### config.mk
export PLATFORM = sky130hd
export DESIGN_NAME = dice_display_scan
export DESIGN_NICKNAME = d
export VERILOG_FILES = /design/src/rtl/dice_display_scan.sv
export SDC_FILE = /design/constraint.sdc
export NUM_CORES = 1
export LEC_CHECK = 0
export ABC_AREA = 1
export CAP_MARGIN = 5
export CORE_MARGIN = 2
export CORE_UTILIZATION = 36
export CTS_CLUSTER_SIZE = 10
export DETAILED_ROUTE_END_ITERATION = 16
export GPL_ROUTABILITY_DRIVEN = 0
export GPL_TIMING_DRIVEN = 0
export SKIP_LAST_GASP = 1
export SYNTH_ARGS = -nofsm -noshare
export SYNTH_HDL_FRONTEND = slang
export SYNTH_SLANG_ARGS = --single-unit
### constraint.sdc
create_clock -name clk -period 7 [get_ports clk]
set_input_delay 1.75 -clock clk [delete_from_list [all_inputs] [get_ports clk]]
set_output_delay 1.75 -clock clk [all_outputs]
set_load 0.02 [all_outputs]
### src/rtl/dice_display_scan.sv
// Two-digit multiplexed 7-segment scan controller: dead time, PWM brightness,
// leading-zero blanking and frame-aligned (tear-free) digit updates.
module dice_display_scan #(
    parameter int SCAN_DIV     = 1000,
    parameter int BLANK_CYCLES = 16
) (
    input  logic       clk,
    input  logic       rst,
    input  logic [3:0] digit1,
    input  logic [3:0] digit10,
    input  logic       update,
    input  logic       blank_lz,
    input  logic [2:0] brightness,
    input  logic       seg_pol,
    input  logic       com_pol,
    output logic [7:0] seg_out,
    output logic [1:0] com_out,
    output logic [1:0] com_oe,
    output logic       frame_start
);

    localparam int CNT_W = (SCAN_DIV > 1) ? $clog2(SCAN_DIV) : 1;
    localparam logic [CNT_W-1:0] CNT_MAX = CNT_W'(SCAN_DIV - 1);
    localparam int ON_UNIT = (SCAN_DIV - BLANK_CYCLES) >> 3;

    typedef enum logic {
        SLOT_UNITS = 1'b0,
        SLOT_TENS  = 1'b1
    } slot_e;

    logic [CNT_W-1:0] cnt_q, cnt_d;
    slot_e            slot_q, slot_d;
    logic [3:0]       pend1_q, pend1_d, pend10_q, pend10_d;
    logic [3:0]       act1_q, act1_d, act10_q, act10_d;
    logic [2:0]       bright_q, bright_d;
    logic             slot_bound_s, frame_bound_s, visible_s, com_on_s;
    logic [3:0]       digit_s;
    logic [7:0]       lit_s, seg_d;
    logic [1:0]       com_d;
    int               on_len_s, cnt_int_s;

    function automatic logic [7:0] seg_decode(input logic [3:0] code);
        logic [7:0] pat;
        case (code)
            4'd0:    pat = 8'h3F;
            4'd1:    pat = 8'h06;
            4'd2:    pat = 8'h5B;
            4'd3:    pat = 8'h4F;
            4'd4:    pat = 8'h66;
            4'd5:    pat = 8'h6D;
            4'd6:    pat = 8'h7D;
            4'd7:    pat = 8'h07;
            4'd8:    pat = 8'h7F;
            4'd9:    pat = 8'h6F;
            default: pat = 8'h00;
        endcase
        return pat;
    endfunction

    // Next-state for scan position, digit registers and output patterns.
    always_comb begin
        slot_bound_s  = (cnt_q == {CNT_W{1'b0}});
        frame_bound_s = slot_bound_s && (slot_q == SLOT_UNITS);

        if (cnt_q == CNT_MAX) begin
            cnt_d  = {CNT_W{1'b0}};
            slot_d = (slot_q == SLOT_UNITS) ? SLOT_TENS : SLOT_UNITS;
        end else begin
            cnt_d  = cnt_q + CNT_W'(1);
            slot_d = slot_q;
        end

        if (update) begin
            pend1_d  = digit1;
            pend10_d = digit10;
        end else begin
            pend1_d  = pend1_q;
            pend10_d = pend10_q;
        end

        // The boundary cycle already uses the newly latched values so a
        // zero-length dead time still shows a consistent frame.
        if (frame_bound_s) begin
            act1_d  = update ? digit1  : pend1_q;
            act10_d = update ? digit10 : pend10_q;
        end else begin
            act1_d  = act1_q;
            act10_d = act10_q;
        end

        bright_d  = slot_bound_s ? brightness : bright_q;
        on_len_s  = ON_UNIT * (int'(bright_d) + 1);
        cnt_int_s = int'(cnt_q);

        digit_s   = (slot_q == SLOT_TENS) ? act10_d : act1_d;
        visible_s = (digit_s < 4'd10) &&
                    !((slot_q == SLOT_TENS) && blank_lz && (digit_s == 4'd0));
        com_on_s  = visible_s && (cnt_int_s >= BLANK_CYCLES) &&
                    (cnt_int_s < BLANK_CYCLES + on_len_s);

        lit_s = com_on_s ? seg_decode(digit_s) : 8'h00;
        seg_d = seg_pol ? lit_s : ~lit_s;
        com_d[0] = (com_on_s && (slot_q == SLOT_UNITS)) ? com_pol : ~com_pol;
        com_d[1] = (com_on_s && (slot_q == SLOT_TENS))  ? com_pol : ~com_pol;
    end

    // State and registered outputs; reset forces the all-off display.
    always_ff @(posedge clk) begin
        if (rst) begin
            cnt_q       <= {CNT_W{1'b0}};
            slot_q      <= SLOT_UNITS;
            pend1_q     <= 4'd15;
            pend10_q    <= 4'd15;
            act1_q      <= 4'd15;
            act10_q     <= 4'd15;
            bright_q    <= 3'd7;
            seg_out     <= seg_pol ? 8'h00 : 8'hFF;
            com_out     <= {2{~com_pol}};
            com_oe      <= 2'b00;
            frame_start <= 1'b0;
        end else begin
            cnt_q       <= cnt_d;
            slot_q      <= slot_d;
            pend1_q     <= pend1_d;
            pend10_q    <= pend10_d;
            act1_q      <= act1_d;
            act10_q     <= act10_d;
            bright_q    <= bright_d;
            seg_out     <= seg_d;
            com_out     <= com_d;
            com_oe      <= 2'b11;
            frame_start <= frame_bound_s;
        end
    end

endmodule

==> results of run 1 <==
[stage by stage]
stage	total power, W	setup TNS, ns	util (%)	cell area [um^2]	worst slack [ns]
after detailed placement	0.000855	-0.131	41.8	3400	-0.0278
after global placement	0.000839	0	41.8	3400	0.0199
final	0.00107	0	43.6	3550	0.446
after global routing	0.00121	0	43.6	3550	0.00630
after floorplan	0.000735	0	-	3000	1.01
after CTS	0.00109	0	43.5	3540	0.308
[final cells by class]
cell class              instances  area, um^2  area share [%]
inverters                      74         280            7.90
well taps                     105         131            3.70
multi-input cells             280        1810            51.0
clock inverters                 3        68.8            1.94
repair buffers                 27         270            7.62
plain buffers                   9        76.3            2.15
flip-flops and latches         42         841            23.7
clock buffers                   5        68.8            1.94
[layer usage]
| metal | up-vias | routed length, um |
|---|---|---|
| met5 | - | 0 |
| met1 | 1059 | 2800 |
| met4 | 0 | 58 |
| li1 | 1321 | - |
| met3 | 6 | 221 |
| met2 | 41 | 2620 |
[cells by family after synthesis]
| family | count (synthesis) | synth area share [%] |
|---|---|---|
| AND/OR/NAND/NOR | 193 | 30.8 |
| buffers and inverters | 83 | 11.9 |
| adder cells (fa/ha/maj) | 45 | 19.8 |
| flip-flops | 42 | 28.0 |
| AO/OA/AOI/OAI | 33 | 6.92 |
| XOR/XNOR | 9 | 2.63 |
[worst register-to-register path: cells and delay by family, from the launching register on]
kind | cells | cell delay, ns
adder cells (fa/ha/maj) | 6 | 1.94
XOR/XNOR | 2 | 0.36
AND/OR/NAND/NOR | 11 | 1.55
AO/OA/AOI/OAI | 3 | 0.68
flip-flops | 1 | 0.33
buffers and inverters | 6 | 0.65
[power groups by stage]
stage / clock network, W / logic [W] / registers, W
floorplan: 0 / 0.000465 / 0.000270
global placement: 0 / 0.000573 / 0.000266
detailed placement: 0 / 0.000589 / 0.000266
CTS: 0.000237 / 0.000594 / 0.000260
global route: 0.000249 / 0.000698 / 0.000262
finish: 0.000231 / 0.000583 / 0.000260
[registers in the layout, summed over array words and instances (netlist names)]
register     cells
act10_q          4
bright_q         3
act1_q           4
pend1_q          4
com_oe           1
frame_start      1
com_out          2
seg_out          8
cnt_q           10
pend10_q         4
slot_q           1
[how the worst max path moves through the flow]
stage,end,cells past startpoint,startpoint
global placement,seg_out[2]$_DFF_P_,27,brightness[0]
finish,seg_out[4]$_DFF_P_,27,brightness[0]
floorplan,seg_out[0]$_DFF_P_,26,brightness[0]
global route,seg_out[2]$_DFF_P_,25,brightness[2]
CTS,seg_out[2]$_DFF_P_,27,brightness[0]
detailed placement,seg_out[4]$_DFF_P_,27,brightness[0]
[placed cells by master, fill, tap and decap left out, types with 5 or more instances in the layout]
| cell type | count |
|---|---|
| nor2_1 | 29 |
| nand2_2 | 6 |
| nor2_2 | 5 |
| buf_6 | 5 |
| nor3_1 | 9 |
| ha_1 | 41 |
| xor2_1 | 5 |
| clkdlybuf4s50_1 | 27 |
| o21ai_0 | 6 |
| nand2_1 | 102 |
| nand3_1 | 15 |
| dfxtp_1 | 42 |
| inv_1 | 70 |
| a21oi_1 | 11 |
| clkbuf_8 | 5 |
| nand4_1 | 9 |
==> results.yml, run 1 <==
outcome:
  status: "complete, no violations"
routing:
  ant_nets: 0
  vias: 2427
  drc: 0
  postRouteWirelength_um: 5700
  drt_pre_antenna_iters: 5
  drtIter0Drc: 94
  wl_per_cell_um: 10.5
  vias_per_cell: 4.45
pwr:
  power_density_mw_per_mm2: 303
  p_seq_share_pct: 24.2
  combPwrFrac_pct: 54.3
  switchingPower_w: 0.000434
  sw_frac_of_total_pct: 40.4
  vdd_ir_drop_max_uv: 161
  p_int_w: 0.000641
  p_leak_nw: 1.81
  clockPowerShare_pct: 21.5
timing:
  period_needed_ns: 6.55
  setup_viol: 0
  fin_crit_sh_pct: 93.6
  fmax_mhz: 153
  rsz0062_at_grt: "false"
  slew_violations: 0
  slew_headroom_pct: 56.0
  fin_skew_ns: 0.00864
  hold_ws_ns: 0.451
  hold_viol: 0
  tightest_slew_ns: 0.657
place:
  io_buffers: 27
  numPlacedInstances: 537
  hpwlAfterDp_um: 4640
grt:
  grt_pass1_wl_um: 10000
  antenna_found_initial: 0
  grt.met3_usage_pct: 3.87
  met1_usage_pct: 17.7
  grt_max_degree: 15
  grt_util_met2_pct: 23.6
  grt_usage_pct: 14.0
  grt_overflow_total: 0
  grt_pass1_vias: 2305
  busiest_layer: "met2"
logic_synthesis:
  synth-edff-count: 0
  synth_warnings: 0
  yosysTopAreaCell: "dfxtp_1"
  synth_flop_cell: "dfxtp_1"
  ys_types: 41
  syn_nets: 467
  synthArstFlopShare_pct: 0
  yosysMostFrequentCell: "nand2_1"
  avgSynthCellArea_um2: 7.41
  ys_ff_latch: 42
  syn_inst: 405
  synthTopCellsByCount: "nand2_1, inv_1, dfxtp_1"
  syn-cell-area_mm2: 0.00300
  yosysSeqAreaShare_pct: 28.0
  synth_top_area_share_pct: 28.0
  synth.area.top_cells: "dfxtp_1, ha_1, nand2_1, inv_1, nor2_1"
floorplanning:
  io_pins: 30
  design.core.area_mm2: 0.00813
  rows: 33
  die_w_um: 95.3
  initial_core_util_pct: 36.9
  dieArea_mm2: 0.00908
  die_y_um: 95.3
clock_tree:
  cts.sinks: 42
  post_cts_buffers: 0
  post_cts_resized: 0
  holdBufCountCts: 0
  clockBufferDepth: 2
  cts_made_buffers: 5
  cts_tree: "built"
  clock-root-buffer: "clkbuf_8"
  clkSlewWorstSetupHoldPaths_ns: 0.08
  clock_latency_ns: 0.31
  h-tree-depth: 2
setup_path:
  arrival_ns: 6.77
  r2r-start: "cnt_q[0]$_SDFF_PP0_"
  cp_max_fo: 10
  critPathLaunchType: "primary input"
  cp.required_ns: 7.21
  critPathSlowestCell: "fa_1"
  critPathMaxStageDelay_ns: 0.56
  crit_type: "in -> reg"
  ff2ff_setup_slack_ns: 1.40
  r2r_end: "seg_out[4]$_DFF_P_"
  crit_path_end_kind: "register"
  r2r_cells: 28
  crit_top_cell: "nand2_1"
  crit_family: "adder cells"
  cp.buffers_inverters: 6
finish:
  layout-drive-gt1-share_pct: 11.1
  areaGrowthSynthToFinish_pct: 18.2
  final_nets: 501
  instances_no_fill: 545
  fill_cells: 810
  diodes: 0
worst_hold_path:
  hold_class: "reg -> reg"
  min-delay-start: "cnt_q[0]$_SDFF_PP0_"
  hold_depth: 1
  hold_end: "cnt_q[0]$_SDFF_PP0_"
flow_run:
  drv_cap: 0
Power figures use the tool's default switching activity.
==> inputs of run 2 (changes only) <==
--- a/config.mk
+++ b/config.mk
@@ -8,11 +8,13 @@
 export ABC_AREA = 1
 export CAP_MARGIN = 5
 export CORE_MARGIN = 2
-export CORE_UTILIZATION = 36
+export CORE_UTILIZATION = 45
+export CTS_CLUSTER_DIAMETER = 40
 export CTS_CLUSTER_SIZE = 10
 export DETAILED_ROUTE_END_ITERATION = 16
 export GPL_ROUTABILITY_DRIVEN = 0
 export GPL_TIMING_DRIVEN = 0
+export PLACE_DENSITY = 0.65
 export SKIP_LAST_GASP = 1
 export SYNTH_ARGS = -nofsm -noshare
 export SYNTH_HDL_FRONTEND = slang
==> results.yml, run 2 (synthesis results as in run 1) <==
outcome:
  status: "complete, no violations"
pwr:
  vdd_ir_drop_max_uv: 268
  power_density_mw_per_mm2: 287
  p_leak_nw: 1.78
  finalPower_w: 0.000989
clock_tree:
  clkSlewWorstSetupHoldPaths_ns: 0.08
  clockBufferDepth: 2
  holdBufCountCts: 0
  cts_tree: "built"
  cts_made_buffers: 5
  post_cts_resized: 0
  h-tree-depth: 2
  clock_latency_ns: 0.30
  clock-root-buffer: "clkbuf_8"
  cts.sinks: 42
  post_cts_buffers: 0
timing:
  hold_viol: 0
  fin_crit_sh_pct: 94.0
  rsz0062_at_grt: "false"
  fmax_mhz: 152
  slew_headroom_pct: 57.1
  fin_skew_ns: 0.00980
  hold_ws_ns: 0.456
  slew_violations: 0
  tightest_slew_ns: 0.641
  period_needed_ns: 6.58
  fin_tns_setup_ns: 0
  setup_viol: 0
grt:
  grt_pass1_wl_um: 9360
  grt_pass1_vias: 2178
  grt_overflow_total: 0
  antenna_found_initial: 0
  grt_usage_pct: 15.7
  grt_max_degree: 13
finish:
  regMostFlops: "cnt_q"
  largestRegisters: "cnt_q: 10 flops, seg_out: 8 flops"
  fill_cells: 628
  post-route-util_pct: 54.0
  layout-drive-gt1-share_pct: 10.5
  largest_reg_flops: 10
  final_nets: 501
  final_cell_mix: "nand2_1, inv_1, dfxtp_1"
  final_common_cell: "nand2_1"
  diodes: 0
  areaGrowthSynthToFinish_pct: 14.9
routing:
  vias_per_cell: 4.73
  vias: 2443
  drtIter0Drc: 38
  drt_pre_antenna_iters: 4
  ant_nets: 0
  postRouteWirelength_um: 5370
  drc: 0
  wl_per_cell_um: 10.4
setup_path:
  critPathSlowestCell: "fa_1"
  cp.buffers_inverters: 6
  critPathMaxStageDelay_ns: 0.56
  critPathLaunchType: "primary input"
  arrival_ns: 6.78
  crit_type: "in -> reg"
  cp.required_ns: 7.20
  cp_max_fo: 10
  crit_path_end_kind: "register"
  crit_family: "adder cells"
worst_hold_path:
  hold_class: "reg -> reg"
floorplanning:
  initial_core_util_pct: 47.0
  rows: 29
  dieArea_mm2: 0.00734
  design.core.area_mm2: 0.00639
  die_w_um: 85.7
  die_y_um: 85.7
  io_pins: 30
place:
  hpwlAfterDp_um: 4320
  io_buffers: 27
flow_run:
  drv_cap: 0
-- run 2: changes by cell type in the layout (fill, tap and decap cells not counted), sizes merged --
cell / delta
clkinv: -1
clkinvlp: +1
bufinv: -2
clkbuf: +1
-- run 2: layout make-up --
cell class                      instances  area (um^2)  share of cell area, %
Multi-Input combinational cell        280         1800                   52.3
Clock buffer                            6         72.6                   2.11
Inverter                               74          280                   8.13
Sequential cell                        42          841                   24.4
Tap cell                               77         96.3                   2.79
Buffer                                  9         76.3                   2.21
Timing Repair Buffer                   27          270                   7.84
Clock inverter                          1         7.51                  0.218
-- run 2: path summary, 6_finish.rpt --
kind,start,depth (start not counted),slack [ns],endpoint
setup / recovery,brightness[0],27,0.42,com_out[0]$_DFF_P_
hold / removal,cnt_q[0]$_SDFF_PP0_,1,0.46,cnt_q[0]$_SDFF_PP0_
setup reg to reg,cnt_q[0]$_SDFF_PP0_,29,1.47,com_out[0]$_DFF_P_
hold reg to reg,cnt_q[0]$_SDFF_PP0_,1,0.46,cnt_q[0]$_SDFF_PP0_
-- run 2: worst register-to-register path, delay by kind of cell (launching register included) --
kind | cells | cell delay (ns)
compound gates | 3 | 0.54
xor+xnor | 3 | 0.82
fa+ha+maj | 7 | 2.16
buf+inv | 6 | 0.62
flops | 1 | 0.33
simple gates | 10 | 0.96
-- run 2: report_power, final --
| part | switching [W] | internal, W |
|---|---|---|
| logic | 0.000336 | 0.000242 |
| clock network | 0.0000820 | 0.0000684 |
| registers | 0.00000529 | 0.000255 |
-- run 2: through the flow --
step	cell area (um^2)	worst slack, ns	cells
2_1_floorplan	3000	1.01	405
3_3_place_gp	3370	0.0970	509
3_5_place_dp	3370	0.0645	509
4_1_cts	3450	0.399	516
5_1_grt	3450	0.00794	516
6_report	3450	0.417	516
-- run 2: per-layer routing --
layer  share of wire (%)  GRT usage (%)  vias up
met5                   0              0        -
li1                    -              -     1332
met3                 2.7           2.89        9
met1                  49           20.2     1072
met4                 1.4           5.34        0
met2                  47           26.4       30
